===== config.mk =====
export PLATFORM = sky130hd
export DESIGN_NAME = imem_loader
export DESIGN_NICKNAME = d
export VERILOG_FILES = /design/src/rtl/imem_loader.sv
export SDC_FILE = /design/constraint.sdc
export NUM_CORES = 1
export LEC_CHECK = 0
export BUFFER_PORTS_ARGS = -buffer_cell sky130_fd_sc_hd__buf_2
export CAP_MARGIN = 15
export CORE_UTILIZATION = 38
export CTS_CLUSTER_DIAMETER = 50
export DETAILED_ROUTE_END_ITERATION = 10
export HOLD_SLACK_MARGIN = 0.02
export SLEW_MARGIN = 20
export SYNTH_ARGS = -nofsm -noshare
export SYNTH_HDL_FRONTEND = slang
export SYNTH_SLANG_ARGS = --single-unit

===== constraint.sdc =====
create_clock -name clk -period 2.8 [get_ports clk]
set_input_delay 0.56 -clock clk [delete_from_list [all_inputs] [get_ports clk]]
set_output_delay 0.56 -clock clk [all_outputs]
set_load 0.1 [all_outputs]

===== src/rtl/imem_loader.sv =====
// Program loader and instruction memory for the core. It assembles words from
// low/high chunk pairs, fills memory in order, then releases the core via run_o.
module imem_loader #(
  parameter int DEPTH = 16,
  parameter int AW    = 4,
  parameter int CW    = 6
) (
  input  logic            clk,
  input  logic            rst_n,
  input  logic [CW-1:0]   chunk_i,
  input  logic            chunk_valid_i,
  input  logic [AW-1:0]   rd_addr_i,
  output logic [2*CW-1:0] rd_data_o,
  output logic            run_o,
  output logic            loading_o,
  output logic [AW-1:0]   wr_addr_o
);

  localparam logic [AW-1:0] LAST = AW'(DEPTH - 1);

  typedef enum logic [1:0] {LOAD_LO, LOAD_HI, RUN} state_t;

  state_t          state, state_nxt;
  logic [CW-1:0]   lo_q;
  logic [AW-1:0]   wr_addr_q;
  logic            we;
  logic [2*CW-1:0] mem [DEPTH];

  always_ff @(posedge clk or negedge rst_n) begin
    if (!rst_n) state <= LOAD_LO;
    else        state <= state_nxt;
  end

  always_comb begin
    state_nxt = state;
    case (state)
      LOAD_LO: if (chunk_valid_i) state_nxt = LOAD_HI;
      LOAD_HI: if (chunk_valid_i) state_nxt = (wr_addr_q == LAST) ? RUN : LOAD_LO;
      RUN:     state_nxt = RUN;
      default: state_nxt = LOAD_LO;
    endcase
  end

  // Status outputs decode straight from state so they never glitch.
  always_comb begin
    we        = 1'b0;
    run_o     = 1'b0;
    loading_o = 1'b1;
    case (state)
      LOAD_HI: we = chunk_valid_i;
      RUN: begin
        run_o     = 1'b1;
        loading_o = 1'b0;
      end
      default: ;
    endcase
  end

  always_ff @(posedge clk or negedge rst_n) begin
    if (!rst_n) begin
      lo_q      <= '0;
      wr_addr_q <= '0;
    end else begin
      if (state == LOAD_LO && chunk_valid_i) lo_q <= chunk_i;
      // The address parks on the last word so status shows DEPTH-1 during RUN.
      if (we && wr_addr_q != LAST) wr_addr_q <= wr_addr_q + 1'b1;
    end
  end

  // Memory has no reset; a complete reload overwrites every entry.
  always_ff @(posedge clk) begin
    if (we) mem[wr_addr_q] <= {chunk_i, lo_q};
  end

  assign wr_addr_o = wr_addr_q;
  assign rd_data_o = run_o ? mem[rd_addr_i] : '0;

endmodule


==> flow_metrics.py, run 1 <==
metrics = {
    "yosys": {
        "synth_edf_count": 192,
        "netlist_top_cells_area": "edfxtp_1 (71%), mux2i_1 (8.3%), mux4_1 (4.2%)",
        "synth_cells": 438,
        "yosysMostFrequentCell": "edfxtp_1",
        "yosysUniqueCellTypes": 30,
        "synth_common_cells": "edfxtp_1 (192), mux2i_1 (67), a22oi_1 (31)",
        "synth-warning-count": 0,
        "syn_nets": 455,
        "synth_seq_cells": 204,
        "netlist_area_um2": 8110,
        "yosysSeqAreaShare_pct": 74.8,
        "ys_async_sr_fraction_pct": 5.88,
        "syn_avg_cell_area_um2": 18.5,
        "netlist.area_leader.share_pct": 71.1,
        "synth-main-ff-cell": "edfxtp_1",
        "yosysTopAreaCell": "edfxtp_1",
    },
    "final_layout": {
        "diodes": 0,
        "finalNetCount": 527,
        "multiInputGateArea_um2": 2030,
        "ff_latch_area_um2": 6070,
        "drive_above_1_share_pct": 25.5,
        "n_fill_cell": 1793,
        "synthToLayoutAreaGrowth_pct": 21.0,
    },
    "sta": {
        "slew_headroom_pct": 57.9,
        "drv_slew": 0,
        "finalSetupTns_ps": 0,
        "finalSetupViolations": 0,
        "rsz0062_at_grt": "false",
        "finalCriticalPeriod_ps": 2710,
        "fmax_mhz": 369,
        "tightest_slew_ps": 631,
        "post-route-period-util_pct": 96.8,
        "fin_skew_ps": 9.22,
        "hold_viol": 0,
    },
    "global_routing": {
        "grt_overflow": 0,
        "use_met1_pct": 23.1,
        "grt.busiest_layer": "met2",
        "grt_use_met3_pct": 2.55,
        "antenna_found_initial": 0,
        "grt_usage_pct": 16.6,
        "use_met2_pct": 26.9,
        "grt_first_pass_wirelength_um": 26500,
        "grt_max_degree": 31,
        "grt_pass1_vias": 4277,
    },
    "pwr": {
        "irDropWorstVdd_uv": 684,
        "cell_internal_pwr_mw": 6.05,
        "switching_power_mw": 2.30,
        "power_density_nw_per_um2": 851,
        "p_leak_nw": 3.48,
        "sw_frac_of_total_pct": 27.6,
        "power.share.clock_pct": 35.7,
        "power_mw": 8.35,
        "p_comb_share_pct": 14.9,
        "p_seq_share_pct": 49.4,
    },
    "worst_setup_path": {
        "cp.arrival_ps": 2150,
        "crit_buf_inv": 3,
        "crit_chain": "buf_4 -> buf_12 -> mux4_1 -> mux2i_1 -> o21ai_4 -> buf_2",
        "cp-start-kind": "primary input",
        "slowest_stage": "mux4_1",
        "crit_fanout": 16,
        "slowest_delay_ps": 550,
        "worst_ep_required_time_ps": 2240,
        "crit_family": "multiplexers",
        "worstSetupPathType": "in2out",
        "crit_path_end_kind": "primary output",
    },
    "route": {
        "firstDrtPassIters": 4,
        "avgViaCountPerCell": 5.22,
        "vias": 4185,
        "ant_nets": 0,
        "drc": 0,
        "routedWlPerCell_um": 21.8,
        "drtIter0Drc": 235,
        "drt-total-wl_um": 17500,
    },
    "clocking": {
        "path_clk_slew_ps": 60,
        "cts_sinks": 204,
        "h-tree-depth": 1,
        "clock_latency_ps": 500,
        "cts_tree": "yes",
        "post_cts_buffers": 0,
        "ctsRootBufferMaster": "clkbuf_16",
        "cts_buffer_depth": 3,
        "cts-buffers-inserted": 22,
    },
    "floorplan": {
        "dieHeight_um": 148,
        "core_region_area_um2": 21000,
        "ioPinCount": 31,
        "die_w_um": 148,
        "design.die.area_um2": 21900,
        "start_util_pct": 38.7,
        "rows": 53,
    },
    "placement": {
        "place_hpwl_um": 11000,
        "gp_congestion": 0.783,
        "io_buffers": 30,
    },
    "worst_hold_path": {
        "holdCritPathClass": "in2reg",
    },
    "status": {
        "status": "complete, no violations",
    },
    "flow_run": {
        "cap_violations": 0,
    },
}
==> layout by cell type, fill, tap and decap left out, types with 2 or more instances in the layout <==
cell type	synthesis	routed
nand2b_1	10	9
xnor2_1	2	2
nor2_1	15	15
inv_1	4	3
mux2_2	7	7
mux4_2	4	4
a21oi_1	2	2
o22ai_4	0	2
edfxtp_1	192	192
o21ai_2	0	2
mux2i_1	67	67
clkbuf_16	0	23
buf_4	2	35
dfrtp_1	12	12
o21ai_4	0	8
buf_12	0	9
clkinv_1	0	3
clkbuf_4	0	5
mux4_1	13	13
clkinvlp_4	0	3
bufinv_16	0	4
nor3_2	0	4
a22oi_1	31	31
nand3_1	11	11
clkbuf_1	4	3
ha_1	4	4
nor2b_1	2	2
clkinv_2	0	4
nand2_1	17	17
buf_2	9	20
==> worst paths after layout <==
check	startpoint	to	slack, ps	cells after the start
max	rd_addr_i[0]	rd_data_o[4]	90	6
min	chunk_valid_i	state[0]$_DFFE_PN0P_	340	3
max reg2reg	state[1]$_DFFE_PN0P_	mem[11][9]$_DFFE_PP_	1080	4
min reg2reg	state[1]$_DFFE_PN0P_	state[0]$_DFFE_PN0P_	530	1
max in group asynchronous	rst_n	lo_q[5]$_DFFE_PN0P_	2060	2
min in group asynchronous	rst_n	lo_q[2]$_DFFE_PN0P_	490	2
==> stage by stage <==
step,util [%],worst slack [ps],hold slack [ps],instance area (µm²),cells
6_report,46.8,89.7,342,9810,801
5_1_grt,46.8,2.56,356,9810,801
4_1_cts,46.7,28.3,336,9800,801
3_5_place_dp,43.1,44.1,476,9020,760
3_3_place_gp,43.1,41.0,463,9020,760
2_1_floorplan,-,2.71,264,8250,438
==> worst register-to-register path: stages, from the launching register on <==
cell and delay [ps]:
dfrtp_1 430, and3b_1 360, nand2_1 180, nor2_1 140, buf_4 290
==> registers in the layout (all words and copies together) (netlist names) <==
signal,flops
mem,192
wr_addr_o,4
lo_q,6
state,2
==> power groups by stage <==
stage / clock, mW / combinational [mW] / sequential [mW]
final: 2.98 / 1.25 / 4.12
after global routing: 3.15 / 1.32 / 4.18
after CTS: 3.03 / 1.25 / 4.13
after detailed placement: 0 / 1.25 / 4.19
after global placement: 0 / 1.23 / 4.16
after floorplan: 0 / 0.742 / 4.24
==> routing by layer <==
metal / routed length, µm / vias up
li1: - / 1896
met1: 7460 / 2148
met2: 8490 / 110
met3: 1090 / 31
met4: 450 / 0
met5: 0 / -
==> area by class of cell <==
type,instances,area share (%)
flip-flops and latches,204,61.8
multi-input cells,208,20.7
repair buffers,70,6.02
clock buffers,26,5.98
well taps,275,3.51
clock inverters,14,1.79
inverters,4,0.191
==> logic make-up (layout without fill, tap and decap cells) <==
family | count (synthesis) | in the layout | share of synthesized area [%]
mux | 91 | 91 | 14.6
flops | 204 | 204 | 74.8
fa+ha+maj | 4 | 4 | 0.617
buf+inv | 26 | 114 | 2.13
compound gates | 46 | 46 | 3.82
xor+xnor | 2 | 2 | 0.216
simple gates | 65 | 65 | 3.89
==> what timing repair did <==
| action | in CTS | in global routing |
|---|---|---|
| endpoints found under the hold margin | 12 | 0 |
| hold buffers | 1 | 0 |
| endpoints found under the setup margin | 0 | 5 |
| resized for setup | 0 | 6 |
Note: power is estimated with default switching activity, not from simulation.
==> run 2: changes to the inputs <==
--- a/config.mk
+++ b/config.mk
@@ -5,11 +5,13 @@
 export SDC_FILE = /design/constraint.sdc
 export NUM_CORES = 1
 export LEC_CHECK = 0
-export BUFFER_PORTS_ARGS = -buffer_cell sky130_fd_sc_hd__buf_2
+export ABC_AREA = 1
 export CAP_MARGIN = 15
+export CORE_MARGIN = 2
 export CORE_UTILIZATION = 38
 export CTS_CLUSTER_DIAMETER = 50
 export DETAILED_ROUTE_END_ITERATION = 10
+export DONT_BUFFER_PORTS = 1
 export HOLD_SLACK_MARGIN = 0.02
 export SLEW_MARGIN = 20
 export SYNTH_ARGS = -nofsm -noshare
==> run 2 against run 1 <==
Final cell count up 45%. Clock skew rose by 6.0 ps. Sequential share of layout area is 2.9 points lower. Hold slack got worse by 200 ps. Largest power group unchanged. Fmax rose by 8.4%. First-iteration DRC count grew 100%. Clock-buffer cell count rose by 7. Synthesized area increased by 7.6%. Core utilization down 1.2 points. Register-to-register slack lost 90 ps. Synthesized cell count rose by 88%.
==> flow_metrics.py, run 2 <==
metrics = {
    "worst_setup_path": {
        "cp-start-kind": "flip-flop",
        "crit_chain": "inv_1 -> nor2_4 -> inv_2 -> a21oi_2 -> buf_12",
        "crit_fanout": 13,
        "worst_ep_required_time_ps": 2240,
        "worstSetupPathType": "reg2out",
        "crit_buf_inv": 3,
        "crit_path_end_kind": "primary output",
        "slowest_stage": "inv_2",
        "cp.arrival_ps": 1940,
        "slowest_delay_ps": 460,
        "crit_family": "buffers and inverters",
    },
    "yosys": {
        "yosysUniqueCellTypes": 18,
        "syn_nets": 840,
        "netlist_area_um2": 8730,
        "yosysSeqAreaShare_pct": 69.5,
        "ys_async_sr_fraction_pct": 5.88,
        "yosysMostFrequentCell": "nand2_1",
        "netlist_top_cells_area": "edfxtp_1 (66%), nand2_1 (13%), nand3_1 (6.9%)",
        "synth-warning-count": 0,
        "synth_cells": 823,
        "synth_edf_count": 192,
        "netlist.area_leader.share_pct": 66.0,
        "synth_common_cells": "nand2_1 (300), edfxtp_1 (192), nand3_1 (121)",
        "synth_seq_cells": 204,
        "syn_avg_cell_area_um2": 10.6,
        "synth-main-ff-cell": "edfxtp_1",
        "yosysTopAreaCell": "edfxtp_1",
    },
    "pwr": {
        "power.share.clock_pct": 36.7,
        "power_mw": 8.30,
        "irDropWorstVdd_uv": 586,
        "cell_internal_pwr_mw": 5.98,
        "power_density_nw_per_um2": 806,
        "p_leak_nw": 4.22,
        "p_seq_share_pct": 48.7,
        "p_comb_share_pct": 14.6,
        "switching_power_mw": 2.31,
        "sw_frac_of_total_pct": 27.9,
    },
    "floorplan": {
        "die_w_um": 156,
        "start_util_pct": 38.7,
        "ioPinCount": 31,
        "rows": 55,
        "design.die.area_um2": 24200,
        "dieHeight_um": 156,
        "core_region_area_um2": 22600,
    },
    "sta": {
        "fmax_mhz": 400,
        "drv_slew": 0,
        "finalCriticalPeriod_ps": 2500,
        "slew_headroom_pct": 54.6,
        "whs_ps": 142,
        "fin_skew_ps": 15.2,
        "post-route-period-util_pct": 89.3,
        "rsz0062_at_grt": "false",
        "hold_viol": 0,
        "tightest_slew_ps": 679,
        "finalSetupViolations": 0,
    },
    "clocking": {
        "cts_resized": 0,
        "post_cts_buffers": 0,
        "cts_buffer_depth": 3,
        "h-tree-depth": 1,
        "clock_latency_ps": 510,
        "ctsRootBufferMaster": "clkbuf_16",
        "cts-buffers-inserted": 24,
        "cts_sinks": 204,
        "cts_tree": "yes",
        "path_clk_slew_ps": 60,
    },
    "final_layout": {
        "finalInstanceArea_um2": 10300,
        "largest_register_ffs": 192,
        "layout_commonest_cell": "nand2_1",
        "synthToLayoutAreaGrowth_pct": 17.9,
        "finalNetCount": 872,
        "fin_cells": 1159,
        "drive_above_1_share_pct": 11.6,
        "top_register": "mem",
        "final_cell_mix": "nand2_1 (300), edfxtp_1 (192), nand3_1 (121), inv_1 (108), buf_4 (28)",
    },
    "global_routing": {
        "grt_max_degree": 98,
        "grt_overflow": 0,
        "grt_first_pass_wirelength_um": 32200,
        "grt_pass1_vias": 5499,
        "antenna_found_initial": 1,
        "grt_usage_pct": 17.7,
    },
    "route": {
        "drt-total-wl_um": 20800,
        "avgViaCountPerCell": 4.85,
        "drtIter0Drc": 474,
        "drc": 0,
        "vias": 5623,
        "firstDrtPassIters": 4,
        "routedWlPerCell_um": 17.9,
        "ant_nets": 0,
    },
    "status": {
        "status": "complete, no violations",
    },
    "worst_hold_path": {
        "holdCritPathClass": "in2reg",
    },
    "placement": {
        "io_buffers": 0,
        "post_dp_cell_area_um2": 9500,
        "place_hpwl_um": 11800,
        "placed_cells": 1113,
        "gp_congestion": 0.741,
    },
    "flow_run": {
        "cap_violations": 0,
    },
}
[run 2: through the flow]
step,setup WS (ps),TNS (ps),utilization (%)
final,301,0,45.6
after global routing,223,0,45.6
after CTS,289,0,45.6
after detailed placement,390,0,42.1
after global placement,411,0,42.1
after floorplan,-270,-270,-
[run 2: what timing repair did]
action | CTS | global route
hold endpoints to repair | 12 | 0
hold buffers | 1 | 0
endpoints found under the setup margin | 0 | 0
[run 2: layer usage]
metal / share of wire (%) / global-route usage (%)
met5: 0 / 0
met4: 1.5 / 4.33
met3: 6.1 / 3.39
met2: 45 / 27.4
met1: 48 / 26.0
[run 2: path summary, 6_finish.rpt]
kind / from / endpoint / slack [ps] / depth (start not counted)
max in group asynchronous: rst_n / wr_addr_o[0]$_DFFE_PN0P_ / 1830 / 1
min reg2reg: state[1]$_DFFE_PN0P_ / state[0]$_DFFE_PN0P_ / 630 / 3
min in group asynchronous: rst_n / lo_q[3]$_DFFE_PN0P_ / 530 / 1
min: chunk_i[0] / mem[2][6]$_DFFE_PP_ / 140 / 0
max: state[1]$_DFFE_PN0P_ / rd_data_o[11] / 300 / 5
max reg2reg: wr_addr_o[1]$_DFFE_PN0P_ / mem[15][5]$_DFFE_PP_ / 990 / 7
[run 2: cell families (layout without fill, tap and decap cells)]
kind of cell / Yosys count / in the layout / share of synthesized area, %
other: 0 / 1 / 0
XOR/XNOR: 2 / 2 / 0.201
AO/OA/AOI/OAI: 16 / 16 / 0.917
adder cells (fa/ha/maj): 4 / 4 / 0.573
multiplexers: 6 / 6 / 0.774
flip-flops: 204 / 204 / 69.5
AND/OR/NAND/NOR: 442 / 442 / 20.8
buffers and inverters: 149 / 199 / 7.28
[run 2: cell type report]
class                           instances  area, µm²
Inverter                              110        413
Timing Repair Buffer                   45        541
Sequential cell                       204       6070
Fill cell                            2098      12300
Multi-Input combinational cell        470       2130
Clock inverter                         11        109
Tap cell                              285        357
Clock buffer                           33        676
Antenna cell                            1       2.50
[run 2: power groups by stage]
| stage | Clock, mW | Sequential (mW) | Combinational [mW] |
|---|---|---|---|
| finish | 3.04 | 4.04 | 1.21 |
| detailed placement | 0 | 4.11 | 1.21 |
| global placement | 0 | 4.10 | 1.20 |
| global route | 3.25 | 4.09 | 1.31 |
| floorplan | 0 | 4.22 | 0.686 |
| CTS | 3.09 | 4.05 | 1.22 |
